`src/rtl/priority_arbiter.sv`:
```
// N-channel request arbiter (fixed priority or round-robin) feeding a
// one-entry registered valid/ready output stage.
module priority_arbiter #(
    parameter int N_REQ  = 4,
    parameter int DATA_W = 8,
    parameter int ID_W   = $clog2(N_REQ)
) (
    input  logic                    clk,
    input  logic                    rst,
    input  logic                    mode,
    input  logic [N_REQ-1:0]        req_valid,
    input  logic [N_REQ*DATA_W-1:0] req_data,
    output logic [N_REQ-1:0]        req_ready,
    output logic                    out_valid,
    input  logic                    out_ready,
    output logic [DATA_W-1:0]       out_data,
    output logic [ID_W-1:0]         out_id,
    output logic [15:0]             grant_cnt
);

    // Channel index ptr+k, wrapped modulo N_REQ (N_REQ need not be a power of two).
    function automatic logic [ID_W-1:0] wrap_add(input logic [ID_W-1:0] ptr, input int k);
        int s;
        s = int'(ptr) + k;
        if (s >= N_REQ)
            s = s - N_REQ;
        return ID_W'(s);
    endfunction

    logic [ID_W-1:0]   rr_ptr;
    logic [ID_W-1:0]   winner;
    logic              win_found;
    logic [DATA_W-1:0] win_data;
    logic              accept;
    logic              xfer;
    logic [N_REQ-1:0]  grant;

    logic              vld_p1;
    logic [DATA_W-1:0] data_p1;
    logic [ID_W-1:0]   id_p1;
    logic [15:0]       cnt_p1;

    always_comb begin
        winner    = '0;
        win_found = 1'b0;
        if (!mode) begin
            // Descending scan so the lowest valid index is the last one written.
            for (int i = N_REQ - 1; i >= 0; i--) begin
                if (req_valid[i]) begin
                    winner    = ID_W'(i);
                    win_found = 1'b1;
                end
            end
        end else begin
            for (int k = 0; k < N_REQ; k++) begin
                if (!win_found && req_valid[wrap_add(rr_ptr, k)]) begin
                    winner    = wrap_add(rr_ptr, k);
                    win_found = 1'b1;
                end
            end
        end
    end

    always_comb begin
        win_data = '0;
        for (int i = 0; i < N_REQ; i++) begin
            if (winner == ID_W'(i))
                win_data = req_data[i*DATA_W +: DATA_W];
        end
    end

    assign accept = !vld_p1 || out_ready;
    assign xfer   = accept && win_found && !rst;

    always_comb begin
        grant = '0;
        if (xfer)
            grant[winner] = 1'b1;
    end

    assign req_ready = grant;

    // Stage p1: registered output word, counter and round-robin pointer
    always_ff @(posedge clk) begin
        if (rst) begin
            vld_p1  <= 1'b0;
            data_p1 <= '0;
            id_p1   <= '0;
            cnt_p1  <= '0;
            rr_ptr  <= '0;
        end else if (xfer) begin
            vld_p1  <= 1'b1;
            data_p1 <= win_data;
            id_p1   <= winner;
            cnt_p1  <= cnt_p1 + 16'd1;
            if (mode)
                rr_ptr <= wrap_add(winner, 1);
        end else if (vld_p1 && out_ready) begin
            vld_p1 <= 1'b0;
        end
    end

    assign out_valid = vld_p1;
    assign out_data  = data_p1;
    assign out_id    = id_p1;
    assign grant_cnt = cnt_p1;

endmodule

```
`config.mk`:
```
export PLATFORM = sky130hd
export DESIGN_NAME = priority_arbiter
export DESIGN_NICKNAME = d
export VERILOG_FILES = /design/src/rtl/priority_arbiter.sv
export SDC_FILE = /design/constraint.sdc
export NUM_CORES = 1
export LEC_CHECK = 0
export CAP_MARGIN = 20
export CORE_MARGIN = 8
export CORE_UTILIZATION = 39
export DETAILED_ROUTE_END_ITERATION = 10
export PLACE_DENSITY_LB_ADDON = 0.15
export REMOVE_ABC_BUFFERS = 1
export SLEW_MARGIN = 15
export SYNTH_ARGS = -nofsm -noshare
export SYNTH_HDL_FRONTEND = slang
export SYNTH_SLANG_ARGS = --single-unit
```
`constraint.sdc`:
```
create_clock -name clk -period 2.4 [get_ports clk]
set_input_delay 0.48 -clock clk [delete_from_list [all_inputs] [get_ports clk]]
set_output_delay 0.48 -clock clk [all_outputs]
set_load 0.005 [all_outputs]
```
==> reports/results.txt <==
outcome = completed
CTS tree = built
Worst Path Max Fanout = 5
Fmax = 431 MHz
num rows = 24
Yosys cell types = 46
internal power = 1.08 mW
largest net degree at the start of global routing = 30
DRT iter0 DRCs = 112
Die W = 83.8 um
Synth-to-Final Area Change = 56.5%
register bit total from synthesis = 29
# port buffers = 70
CTS root buf = clkbuf_8
RD Place Congestion = 0.855
nets@finish = 350
area leader, netlist = dfxtp_1
Net Sw Frac = 26.1%
Area after DPL = 2580 um^2
Fin Setup TNS = 0 ns
leakage = 1.10 nW
first-pass GRT wire length = 9050 um
CTS max path bufs = 2
period utilisation layout = 96.8%
Die ar. = 7010 um^2
PnR worst setup slack = 0.0777 ns
clk_lat worst skew = 0.29 ns
synth top area cells = dfxtp_1, a21oi_1, nor3_2
fill count = 393
CP bufs+invs = 10
worst r2r path cells = 14
Worst EP arrival = 2.50 ns
Slew Viols, Final = 0
Combinational Power Share = 27.4%
skew final = 0.00679 ns
Yosys top cell area share = 32.4%
Largest delay share family, worst path = buffers and inverters
Tot GR Track Use = 15.6%
Detail Route Antenna Nets = 0
Critical Path, Cell by Cell = nor2b_1, o221ai_1, o21ai_2, buf_4, buf_6, buf_6, buf_4, buf_4, buf_4, buf_4, buf_6, buf_4, buf_4, a32o_1
pre-CTS setup slack = -0.584 ns
Fin. Hold Viols = 0
layout cells sized above 1 = 23.2%
gr ovfl total = 0
sequential share of the synthesized area = 32.4%
Post-Syn Area = 1790 um^2
Setup CP Type = reg2reg
Crit path depth = 14
Vias = 1897
crit path time final = 2.32 ns
FF/Latch Area = 586 um^2
# diodes = 0
# setup viols final = 0
cell with the most instances after synthesis = dfxtp_1
max_cap viols = 0
CORE AREA = 4380 um^2
Main synth FF type = dfxtp_1
DR WL/cell = 15.2 um
drt total wl = 5440 um
Seq pwr share = 36.3%
CTS clk-pin slew, worst paths = 0.07 ns
cell area after layout = 2800 um^2
FFs w/ async S/R, synth = 0%
pwr/cell area = 523 nW/um^2
min-delay worst type = reg2reg
Slowest-stage cell, CP = dfxtp_4
area of the multi-input gates = 1080 um^2
post-synthesis instance total = 213
vias in the first global route = 1865
CTS Sinks = 29
H-tree depth = 2
via/cell ratio = 5.30
Slew headroom = 73.9%
RSZ-0062 raised after global routing = no
Post-synth EDFFs = 0
Synth Area per Inst = 8.41 um^2
Worst setup SP type = flop
synth warn = 0
I/O Pins = 71
initial core utilization = 40.8%
sw power = 0.382 mW
dpl hpwl = 3880 um
Slew @ Worst Pin = 0.392 ns
CP Capture Type = flop
Worst EP required = 2.58 ns
Core Util, Final = 63.9%
CP peak stage delay = 0.36 ns
Inserted Clock Buffers = 5
Clock power frac = 36.3%
cell repeated most along the worst path = buf_4
hold path depth = 2
DRC = 0
Die Span Y = 83.8 um
DRT Pass-1 Iters = 4
total power = 1.47 mW
initial antenna violation count = 0
Post-synth top cells = dfxtp_1, a21oi_1, nor2_1, inv_1
Worst VDD drop = 268 uV
==> cells by family (layout without fill, tap and decap cells) <==
| family | Yosys count | after routing | synth area share, % |
|---|---|---|---|
| simple gates | 90 | 90 | 32.5 |
| compound gates | 58 | 58 | 20.7 |
| flops | 29 | 29 | 32.4 |
| buf+inv | 26 | 119 | 8.46 |
| fa+ha+maj | 5 | 5 | 3.49 |
| xor+xnor | 5 | 5 | 2.45 |
==> cells in the final DEF, fill, tap and decap left out, drive strengths merged, types with 3 or more instances in the layout <==
master | netlist | final
a211oi | 9 | 9
a21oi | 22 | 22
inv | 10 | 10
nor2b | 6 | 6
or3 | 9 | 9
nand2 | 10 | 10
nand4 | 5 | 5
ha | 5 | 5
o21ai | 12 | 12
nor2 | 18 | 18
nand2b | 3 | 3
nor3 | 10 | 10
and3 | 6 | 6
xor2 | 4 | 4
clkdlybuf4s50 | 0 | 61
nand3b | 8 | 8
buf | 10 | 33
a221oi | 8 | 8
dfxtp | 29 | 29
nand3 | 7 | 7
clkbuf | 6 | 10
==> path summary, 6_finish.rpt <==
kind                       from       endpoint  slack (ns)
hold / removal    grant_cnt[15]  grant_cnt[15]        0.49
setup / recovery      rr_ptr[0]      out_id[1]        0.08
hold reg to reg   grant_cnt[15]  grant_cnt[15]        0.49
setup reg to reg      rr_ptr[0]      out_id[1]        0.08
==> tightest hold or removal path, stage by stage (launching register included) <==
cell and delay, ns:
dfxtp_1 0.32, o31ai_1 0.07, a21oi_1 0.06
==> power groups by stage <==
| stage | logic [mW] | clock network (mW) | registers [mW] |
|---|---|---|---|
| 2_1_floorplan | 0.160 | 0 | 0.542 |
| 3_3_place_gp | 0.361 | 0 | 0.541 |
| 3_5_place_dp | 0.364 | 0 | 0.542 |
| 4_1_cts | 0.389 | 0.548 | 0.532 |
| 5_1_grt | 0.441 | 0.560 | 0.536 |
| 6_report | 0.402 | 0.532 | 0.532 |
==> sequential cells by signal, indices dropped and copies added (netlist names) <==
| signal | flops |
|---|---|
| grant_cnt | 16 |
| out_valid | 1 |
| out_data | 8 |
| rr_ptr | 2 |
| out_id | 2 |
==> through the flow <==
stage	instances	hold slack (ns)
detailed placement	338	0.476
floorplan	197	0.462
global placement	338	0.464
global route	358	0.510
finish	358	0.492
CTS	358	0.487
==> layout make-up <==
class | instances | area share (%)
multi-input cells | 158 | 38.5
repair buffers | 101 | 32.8
flip-flops and latches | 29 | 20.9
clock buffers | 7 | 3.08
well taps | 52 | 2.32
inverters | 10 | 1.34
clock inverters | 1 | 1.07
==> per-layer routing <==
metal | vias to the layer above | routed length [um] | track usage (%)
met4 | 0 | 79 | 6.75
met3 | 7 | 252 | 4.10
met1 | 878 | 2330 | 17.5
li1 | 968 | - | -
met2 | 44 | 2780 | 26.9
met5 | - | 0 | 0
==> repair_timing <==
item                                    CTS  global route
endpoints found under the setup margin   12            10
gates resized for setup                  26            13
pin swaps                                 3             2
buffers inserted                         13             1
hold buffers                              0             0
(Power assumes the default switching activity.)
